## config.mk

```make
export PLATFORM = sky130hd
export DESIGN_NAME = serial_add_ctrl_flat
export DESIGN_NICKNAME = d
export VERILOG_FILES = /design/src/rtl/serial_add_ctrl_pkg.sv /design/src/rtl/serial_add_ctrl_if.sv /design/src/rtl/serial_add_ctrl_full_adder.sv /design/src/rtl/serial_add_ctrl.sv /design/src/flat_wrapper.sv
export SDC_FILE = /design/constraint.sdc
export NUM_CORES = 1
export LEC_CHECK = 0
export CAP_MARGIN = 5
export CORE_MARGIN = 3
export CORE_UTILIZATION = 40
export CTS_BUF_LIST = sky130_fd_sc_hd__clkbuf_4 sky130_fd_sc_hd__clkbuf_8
export DETAILED_ROUTE_END_ITERATION = 6
export SLEW_MARGIN = 20
export SYNTH_ARGS = -nofsm -noshare
export SYNTH_HDL_FRONTEND = slang
export SYNTH_SLANG_ARGS = --single-unit
```

## constraint.sdc

```tcl
create_clock -name clk -period 2.7 [get_ports clk]
set_input_delay 0.675 -clock clk [delete_from_list [all_inputs] [get_ports clk]]
set_output_delay 0.675 -clock clk [all_outputs]
set_load 0.02 [all_outputs]
```

## src/rtl/serial_add_ctrl_pkg.sv

```systemverilog
// Shared definitions for the bit-serial adder controller: state encoding,
// default operand width and the counter sizing helper.
package serial_add_ctrl_pkg;

  localparam int WIDTH_DEF = 8;

  typedef enum logic [1:0] {
    ST_IDLE = 2'b00,
    ST_RUN  = 2'b01,
    ST_DONE = 2'b10
  } state_t;

  // Bit counter width; never below one bit so WIDTH=2 still gets a counter.
  function automatic int cnt_bits(input int width);
    return (width < 3) ? 1 : $clog2(width);
  endfunction

endpackage

```

## src/rtl/serial_add_ctrl_if.sv

```systemverilog
// Operand/result handshake bundle for serial_add_ctrl.
// The master drives operands and takes results; the slave is the adder.
interface serial_add_ctrl_if
  import serial_add_ctrl_pkg::*;
#(
  parameter int WIDTH = WIDTH_DEF
) ();

  logic             in_valid;
  logic             in_ready;
  logic [WIDTH-1:0] a;
  logic [WIDTH-1:0] b;
  logic             cin;
  logic             out_valid;
  logic             out_ready;
  logic [WIDTH-1:0] sum;
  logic             cout;
  logic             busy;

  modport master (
    output in_valid, a, b, cin, out_ready,
    input  in_ready, out_valid, sum, cout, busy
  );

  modport slave (
    input  in_valid, a, b, cin, out_ready,
    output in_ready, out_valid, sum, cout, busy
  );

endinterface

```

## src/rtl/serial_add_ctrl_full_adder.sv

```systemverilog
// One-bit full adder; the only arithmetic element of the serial data path.
module full_adder (
  input  logic a,
  input  logic b,
  input  logic ci,
  output logic s,
  output logic co
);

  // Sum and carry from pure gate logic.
  always_comb begin
    s  = a ^ b ^ ci;
    co = (a & b) | (ci & (a ^ b));
  end

endmodule

```

## src/rtl/serial_add_ctrl.sv

```systemverilog
// Bit-serial adder controller: accepts a, b, cin, adds one bit per clock
// LSB first through a single full adder, then holds the result until taken.
//
//   state   | meaning
//   --------+-----------------------------------------------------------
//   IDLE    | ready for operands, outputs read zero
//   RUN     | shifting operands through the full adder, WIDTH edges
//   DONE    | result valid and frozen until the consumer takes it
module serial_add_ctrl
  import serial_add_ctrl_pkg::*;
#(
  parameter int WIDTH = WIDTH_DEF
) (
  input  logic              clk,
  input  logic              rst,
  serial_add_ctrl_if.slave  bus
);

  localparam int             CW       = cnt_bits(WIDTH);
  localparam logic [CW-1:0]  CNT_LAST = CW'(WIDTH - 1);

  state_t            state;
  logic [WIDTH-1:0]  a_sr;
  logic [WIDTH-1:0]  b_sr;
  logic [WIDTH-1:0]  res_sr;
  logic              carry;
  logic [CW-1:0]     cnt;
  logic              in_ready_q;
  logic              busy_q;
  logic              out_valid_q;
  logic              fa_s;
  logic              fa_co;

  full_adder u_fa (
    .a  (a_sr[0]),
    .b  (b_sr[0]),
    .ci (carry),
    .s  (fa_s),
    .co (fa_co)
  );

  // Control FSM and serial data path; flags are registered with the state.
  always_ff @(posedge clk or posedge rst) begin
    if (rst) begin
      state       <= ST_IDLE;
      a_sr        <= '0;
      b_sr        <= '0;
      res_sr      <= '0;
      carry       <= 1'b0;
      cnt         <= '0;
      in_ready_q  <= 1'b1;
      busy_q      <= 1'b0;
      out_valid_q <= 1'b0;
    end else begin
      case (state)
        ST_IDLE: begin
          if (bus.in_valid) begin
            a_sr       <= bus.a;
            b_sr       <= bus.b;
            carry      <= bus.cin;
            res_sr     <= '0;
            cnt        <= '0;
            state      <= ST_RUN;
            in_ready_q <= 1'b0;
            busy_q     <= 1'b1;
          end
        end
        ST_RUN: begin
          a_sr   <= {1'b0, a_sr[WIDTH-1:1]};
          b_sr   <= {1'b0, b_sr[WIDTH-1:1]};
          res_sr <= {fa_s, res_sr[WIDTH-1:1]};
          carry  <= fa_co;
          // Hold the counter on the last bit so it never wraps.
          if (cnt == CNT_LAST) begin
            state       <= ST_DONE;
            busy_q      <= 1'b0;
            out_valid_q <= 1'b1;
          end else begin
            cnt <= cnt + CW'(1);
          end
        end
        ST_DONE: begin
          if (bus.out_ready) begin
            state       <= ST_IDLE;
            out_valid_q <= 1'b0;
            in_ready_q  <= 1'b1;
            res_sr      <= '0;
            carry       <= 1'b0;
          end
        end
        default: begin
          state       <= ST_IDLE;
          in_ready_q  <= 1'b1;
          busy_q      <= 1'b0;
          out_valid_q <= 1'b0;
        end
      endcase
    end
  end

  // Result is only exposed while valid; partial bits stay hidden.
  always_comb begin
    bus.in_ready  = in_ready_q;
    bus.busy      = busy_q;
    bus.out_valid = out_valid_q;
    bus.sum       = out_valid_q ? res_sr : '0;
    bus.cout      = out_valid_q & carry;
  end

endmodule

```

## src/flat_wrapper.sv

```systemverilog
// flat-port wrapper written by rule: the top's interface ports become plain ports
module serial_add_ctrl_flat import serial_add_ctrl_pkg::*;
#(
  parameter int WIDTH = WIDTH_DEF
)
  (clk, rst, bus_in_valid, bus_a, bus_b, bus_cin, bus_out_ready, bus_in_ready, bus_out_valid, bus_sum, bus_cout, bus_busy);
  serial_add_ctrl_if #(.WIDTH(WIDTH)) bus_i ();
  input  logic clk;
  input  logic rst;
  input wire logic [$bits(bus_i.in_valid)-1:0] bus_in_valid;
  input wire logic [$bits(bus_i.a)-1:0] bus_a;
  input wire logic [$bits(bus_i.b)-1:0] bus_b;
  input wire logic [$bits(bus_i.cin)-1:0] bus_cin;
  input wire logic [$bits(bus_i.out_ready)-1:0] bus_out_ready;
  output wire logic [$bits(bus_i.in_ready)-1:0] bus_in_ready;
  output wire logic [$bits(bus_i.out_valid)-1:0] bus_out_valid;
  output wire logic [$bits(bus_i.sum)-1:0] bus_sum;
  output wire logic [$bits(bus_i.cout)-1:0] bus_cout;
  output wire logic [$bits(bus_i.busy)-1:0] bus_busy;
  assign bus_i.in_valid = bus_in_valid;
  assign bus_i.a = bus_a;
  assign bus_i.b = bus_b;
  assign bus_i.cin = bus_cin;
  assign bus_i.out_ready = bus_out_ready;
  assign bus_in_ready = bus_i.in_ready;
  assign bus_out_valid = bus_i.out_valid;
  assign bus_sum = bus_i.sum;
  assign bus_cout = bus_i.cout;
  assign bus_busy = bus_i.busy;
  serial_add_ctrl #(.WIDTH(WIDTH)) u_core (.clk(clk), .rst(rst), .bus(bus_i));
endmodule
```

==> flow_metrics.py, run 1 <==
metrics = {
    "clock_tree": {
        "htreeDepth": 2,
        "root_buffer": "clkbuf_8",
        "cts_setup_buffers": 0,
        "clockBufferDepth": 2,
        "ctsResizeCount": 0,
        "cts_num_sinks": 33,
        "numCtsBuffers": 5,
        "cts_hold_buf": 0,
        "tritoncts": "yes",
        "clk_pin_slew_ns": 0.07,
        "insertion_delay_ns": 0.29,
    },
    "power_and_ir_drop": {
        "power.ir.vdd_worst_v": 0.000402,
        "clkPwrFrac_pct": 18.2,
        "swShare_pct": 37.5,
        "seq_power_share_pct": 37.6,
        "p_leak_uw": 0.00100,
        "power_density_mw_per_mm2": 994,
        "power_uw": 2200,
        "combinationalPowerShare_pct": 44.3,
        "p_sw_uw": 825,
        "p_int_uw": 1380,
    },
    "critical_path": {
        "crit_chain": "and2_1 -> clkdlybuf4s50_1",
        "worstSetupPathType": "reg2out",
        "arrival_ns": 1.55,
        "path_max_fanout": 11,
        "crit_slowest_cell": "clkdlybuf4s50_1",
        "crit_required_ns": 2.03,
        "max_stage_delay_ns": 0.60,
        "ff2ff_path_depth": 5,
        "cp.depth": 2,
        "worst-path-buf-inv": 1,
        "critPathCaptureType": "output port",
        "crit_family": "buffers and inverters",
        "start_kind": "register",
    },
    "die": {
        "initial_core_util_pct": 42.8,
        "io_pins": 33,
        "core_mm2": 0.00414,
        "dieHeight_um": 72.6,
        "fp-row-count": 23,
        "die_w_um": 72.6,
        "dieArea_mm2": 0.00526,
    },
    "synth": {
        "ys_warn_count": 0,
        "netlist_instances": 174,
        "netlist.area_leader.share_pct": 45.2,
        "ys_types": 32,
        "synth-seq-area-share_pct": 46.7,
        "ys_seq_elements": 33,
        "ys_top_cells_by_area": "dfrtp_1, mux2i_1, nand2_1",
        "yosysTopAreaCell": "dfrtp_1",
        "syn-cell-area_mm2": 0.00177,
        "syn_nets": 202,
        "syn_avg_cell_area_um2": 10.2,
    },
    "timing": {
        "worst-slew-pin-transition_ns": 0.583,
        "fmax_mhz": 450,
        "finalMaxSlewViolations": 0,
        "hold_violations": 0,
        "timing.hold.ws_ns": 0.483,
        "finClkSkew_ns": 0.00642,
        "setup_viol": 0,
        "maxSlewHeadroom_pct": 61.1,
        "finalCritPeriodShare_pct": 82.2,
        "finalSetupTns_ns": 0,
        "rsz0062_at_grt": "no",
        "finalCriticalPeriod_ns": 2.22,
    },
    "route": {
        "first_pass_iters": 4,
        "drtIter0Drc": 54,
        "vias": 1287,
        "routed_wl_um": 3200,
        "drc": 0,
        "wire_per_inst_um": 12.5,
        "postRouteAntennaNets": 0,
        "via_per_inst": 5.01,
    },
    "grt": {
        "grt_pass1_wl_um": 5380,
        "grtUsageTotal_pct": 13.2,
        "grt_pass1_vias": 1201,
        "grt_max_degree": 34,
        "antenna_found_initial": 0,
        "grt.overflow.total": 0,
    },
    "hold_path": {
        "holdPathStages": 2,
        "min-delay-path-class": "reg2reg",
    },
    "placement": {
        "placedCellCount": 249,
        "hpwl_um": 2270,
        "io_buffers": 32,
        "placed_cell_area_mm2": 0.00212,
        "gp_congestion": 0.734,
    },
    "outcome": {
        "status": "complete, no violations",
    },
    "final_layout": {
        "final_cell_mix": "clkdlybuf4s50_1, dfrtp_1, nand2_1",
        "design_area_mm2": 0.00221,
        "nets": 234,
        "final_cells": 257,
        "insertedDiodeCount": 0,
        "drive_gt1_share_pct": 8.70,
        "area_growth_pct": 25.0,
        "fillers": 386,
    },
    "job": {
        "drv_cap": 0,
    },
}
==> synthesized netlist by cell type <==
library cell,number
buf_4,2
o31a_1,1
o21ai_0,16
nand2_1,25
o31ai_1,2
ha_1,6
nand2b_1,2
clkbuf_2,1
nor2b_1,3
buf_6,2
nor3_2,1
mux2i_1,25
nor3b_1,3
buf_2,5
o211ai_1,3
o32a_1,3
and2_0,1
dfrtp_1,32
nor2_1,2
and2b_4,1
nor3_1,2
a32oi_1,2
nand3_1,3
a21oi_1,1
dfstp_2,1
mux2_4,1
o21ai_1,2
inv_1,14
nor2b_2,1
and2_1,9
clkbuf_1,1
fa_1,1
==> layout make-up <==
class,instances,area (um^2),share of cell area (%)
Sequential cell,33,827,37.3
Multi-Input combinational cell,116,825,37.2
Timing Repair Buffer,36,350,15.8
Tap cell,50,62.6,2.82
Clock buffer,8,97.6,4.41
Inverter,14,52.6,2.37
==> sequential cells by signal, summed over array words and instances, names as in the netlist, 2 cells and up <==
| name | flops |
|---|---|
| u_core.b_sr | 8 |
| u_core.res_sr | 8 |
| u_core.cnt | 3 |
| u_core.a_sr | 8 |
| u_core.state | 2 |
==> routing by layer <==
layer | up-vias | share of wire (%) | GRT usage [%]
met5 | - | 0 | 0
met4 | 0 | 1.1 | 3.69
met3 | 3 | 6.1 | 5.26
met2 | 32 | 47 | 21.4
met1 | 602 | 46 | 16.3
li1 | 650 | - | -
==> worst min-delay path, stage by stage, from the launching register on <==
cell,delay [ns]
dfrtp_1,0.34
nand2_1,0.04
o21ai_0,0.06
==> stage by stage <==
stage               utilization (%)  setup WS (ns)
floorplan                         -           1.05
detailed placement             51.1          0.481
global route                   53.4          0.379
finish                         53.4          0.479
global placement               51.1          0.572
CTS                            53.4          0.439
==> cells by family after synthesis <==
| logic type | Yosys count | share of synthesized area [%] |
|---|---|---|
| simple gates | 53 | 15.3 |
| flops | 33 | 46.7 |
| compound gates | 30 | 10.7 |
| mux | 26 | 15.0 |
| buf+inv | 25 | 6.99 |
| fa+ha+maj | 7 | 5.37 |
==> path summary, 6_finish.rpt <==
path | startpoint | endpoint | slack, ns
min in group asynchronous | rst | u_core.res_sr[6] | 0.78
setup reg to reg | u_core.state[1] | u_core.b_sr[6] | 0.88
hold reg to reg | u_core.a_sr[4] | u_core.a_sr[4] | 0.48
max in group asynchronous | rst | u_core.bus.in_ready | 1.58
setup / recovery | u_core.bus.out_valid | bus_sum[1] | 0.48
hold / removal | u_core.a_sr[4] | u_core.a_sr[4] | 0.48
==> power groups by stage <==
stage | registers (uW) | clock network [uW] | logic, uW
floorplan | 827 | 0 | 769
global placement | 829 | 0 | 953
detailed placement | 838 | 0 | 986
CTS | 829 | 414 | 989
global route | 854 | 437 | 1090
finish | 827 | 400 | 974
Power figures use the tool's default switching activity.
==> inputs of run 2 (changes only) <==
--- a/config.mk
+++ b/config.mk
@@ -10,6 +10,7 @@
 export CORE_UTILIZATION = 40
 export CTS_BUF_LIST = sky130_fd_sc_hd__clkbuf_4 sky130_fd_sc_hd__clkbuf_8
 export DETAILED_ROUTE_END_ITERATION = 6
+export PLACE_DENSITY = 0.66
 export SLEW_MARGIN = 20
 export SYNTH_ARGS = -nofsm -noshare
 export SYNTH_HDL_FRONTEND = slang
==> constraint.sdc (replaced) <==
create_clock -name clk -period 1.9 [get_ports clk]
set_input_delay 0.475 -clock clk [delete_from_list [all_inputs] [get_ports clk]]
set_output_delay 0.475 -clock clk [all_outputs]
set_load 0.02 [all_outputs]
==> run 2 against run 1 <==
Net effect:
- flip-flop and latch count stayed put
- highest routed layer unchanged
- cell count grew 2.3%
- global-route usage is 1.8 points higher
- first-iteration DRC count is 30% lower
- die area is the same
- critical endpoint is now bus_sum[7]
- clock power is 43% higher
- sequential share of layout area down 0.97 points
==> flow_metrics.py, run 2 (same netlist as run 1, synthesis figures left out) <==
metrics = {
    "final_layout": {
        "drive_gt1_share_pct": 11.7,
        "nets": 240,
        "insertedDiodeCount": 0,
        "largestRegisters": "u_core.a_sr x8, u_core.b_sr x8, u_core.res_sr x8",
        "final_cell_mix": "dfrtp_1, nand2_1, mux2i_1",
        "final_cells": 263,
        "area_growth_pct": 28.5,
        "mostFrequentLayoutCell": "dfrtp_1",
    },
    "grt": {
        "grt_pass1_wl_um": 6090,
        "antenna_found_initial": 0,
        "grt_max_degree": 33,
        "grt.overflow.total": 0,
        "grtUsageTotal_pct": 15.1,
        "grt_pass1_vias": 1303,
    },
    "hold_path": {
        "holdPathStages": 2,
        "min-delay-path-class": "reg2reg",
        "holdPathEnd": "u_core.b_sr[3]",
        "worstHoldStart": "u_core.b_sr[3]",
    },
    "timing": {
        "hold_violations": 0,
        "maxSlewHeadroom_pct": 67.6,
        "finalCriticalPeriod_ns": 1.83,
        "rsz0062_at_grt": "no",
        "worst-slew-pin-transition_ns": 0.485,
        "finalMaxSlewViolations": 0,
        "setup_viol": 0,
        "finClkSkew_ns": 0.00340,
        "finalCritPeriodShare_pct": 96.2,
        "fmax_mhz": 547,
        "finalSetupTns_ns": 0,
    },
    "die": {
        "die_w_um": 72.6,
        "core_mm2": 0.00414,
        "dieArea_mm2": 0.00526,
        "initial_core_util_pct": 42.8,
        "fp-row-count": 23,
        "dieHeight_um": 72.6,
        "io_pins": 33,
    },
    "critical_path": {
        "start_kind": "register",
        "critPathCaptureType": "output port",
        "ff2ff_path_depth": 6,
        "rr_startpoint": "u_core.state[1]",
        "path_max_fanout": 9,
        "r2r-end": "u_core.res_sr[3]",
        "arrival_ns": 1.35,
        "reg2reg_slack_ns": 0.19,
        "worstSetupPathType": "reg2out",
        "cp-startpoint": "u_core.bus.out_valid",
        "crit_required_ns": 1.42,
    },
    "clock_tree": {
        "htreeDepth": 2,
        "numCtsBuffers": 5,
        "tritoncts": "yes",
        "root_buffer": "clkbuf_8",
        "clockBufferDepth": 2,
        "cts_num_sinks": 33,
        "insertion_delay_ns": 0.28,
        "clk_pin_slew_ns": 0.07,
    },
    "power_and_ir_drop": {
        "p_leak_uw": 0.00109,
        "power.ir.vdd_worst_v": 0.000739,
        "power_density_mw_per_mm2": 1430,
    },
    "outcome": {
        "status": "complete, no violations",
    },
    "route": {
        "first_pass_iters": 4,
        "drc": 0,
        "routed_wl_um": 3480,
        "vias": 1323,
        "drtIter0Drc": 38,
        "postRouteAntennaNets": 0,
        "via_per_inst": 5.03,
        "wire_per_inst_um": 13.2,
    },
    "placement": {
        "placedCellCount": 254,
        "io_buffers": 32,
        "hpwl_um": 2560,
        "gp_congestion": 0.728,
    },
    "job": {
        "drv_cap": 0,
    },
}
-- run 2: cell types whose count changed in the layout (fill, tap and decap cells not counted), sizes merged --
cell and change:
clkbuf -1, buf +6, clkdlybuf4s50 -10, clkinv +1, dlygate4sd2 +10
-- run 2: repair_timing --
action,in CTS,in global routing
hold buffers,0,0
endpoints found under the setup margin,11,0
buffers inserted,1,0
gates resized for setup,11,0
-- run 2: where the power goes --
group	total (uW)	switching (uW)	internal (uW)	leakage (uW)
sequential	1190	196	990	0.000421
clock	572	244	327	0.0000542
combinational	1490	770	720	0.000613
-- run 2: layout make-up --
cell class / count / area [um^2]
Clock inverter: 1 / 5.00
Inverter: 14 / 52.6
Sequential cell: 33 / 828
Multi-Input combinational cell: 116 / 825
Clock buffer: 7 / 96.3
Timing Repair Buffer: 42 / 408
Tap cell: 50 / 62.6
Fill cell: 377 / 1870
-- run 2: how the worst max path moves through the flow --
| stage | end | slack (ns) | cells after the start |
|---|---|---|---|
| floorplan | u_core.carry | 0.25 | 7 |
| global placement | u_core.res_sr[7] | 0.09 | 5 |
| detailed placement | u_core.res_sr[3] | 0.006 | 5 |
| CTS | bus_sum[7] | 0.03 | 3 |
| global route | bus_sum[5] | 0.02 | 3 |
| finish | bus_sum[7] | 0.07 | 3 |
-- run 2: critical path, stage by stage (launching register included) --
cell and delay, ns:
dfrtp_2 0.45, buf_4 0.16, and2_1 0.15, dlygate4sd2_1 0.31
-- run 2: metal layers --
layer | up-vias | track usage, % | part of all wire (%)
li1 | 661 | - | -
met4 | 0 | 5.53 | 0.83
met2 | 30 | 25.3 | 51
met3 | 4 | 3.32 | 4.3
met1 | 628 | 19.0 | 44
met5 | - | 0 | 0
-- run 2: through the flow --
step	setup WS (ns)	utilization, %	total power (uW)	area [um^2]	hold slack, ns
after floorplan	0.250	-	2270	1770	0.450
after global placement	0.0877	52.6	2620	2180	0.462
after detailed placement	0.00578	52.6	2710	2180	0.473
after CTS	0.0344	55.0	3300	2280	0.488
after global routing	0.0214	55.0	3530	2280	0.529
final	0.0721	55.0	3250	2280	0.482
==> inputs of run 3 (changes only) <==
--- a/config.mk
+++ b/config.mk
@@ -5,7 +5,7 @@
 export SDC_FILE = /design/constraint.sdc
 export NUM_CORES = 1
 export LEC_CHECK = 0
-export CAP_MARGIN = 5
+export CAP_MARGIN = 10
 export CORE_MARGIN = 3
 export CORE_UTILIZATION = 40
 export CTS_BUF_LIST = sky130_fd_sc_hd__clkbuf_4 sky130_fd_sc_hd__clkbuf_8
==> results of run 3 <==
The final DEF is identical to that of run 2; final timing and power are the same.
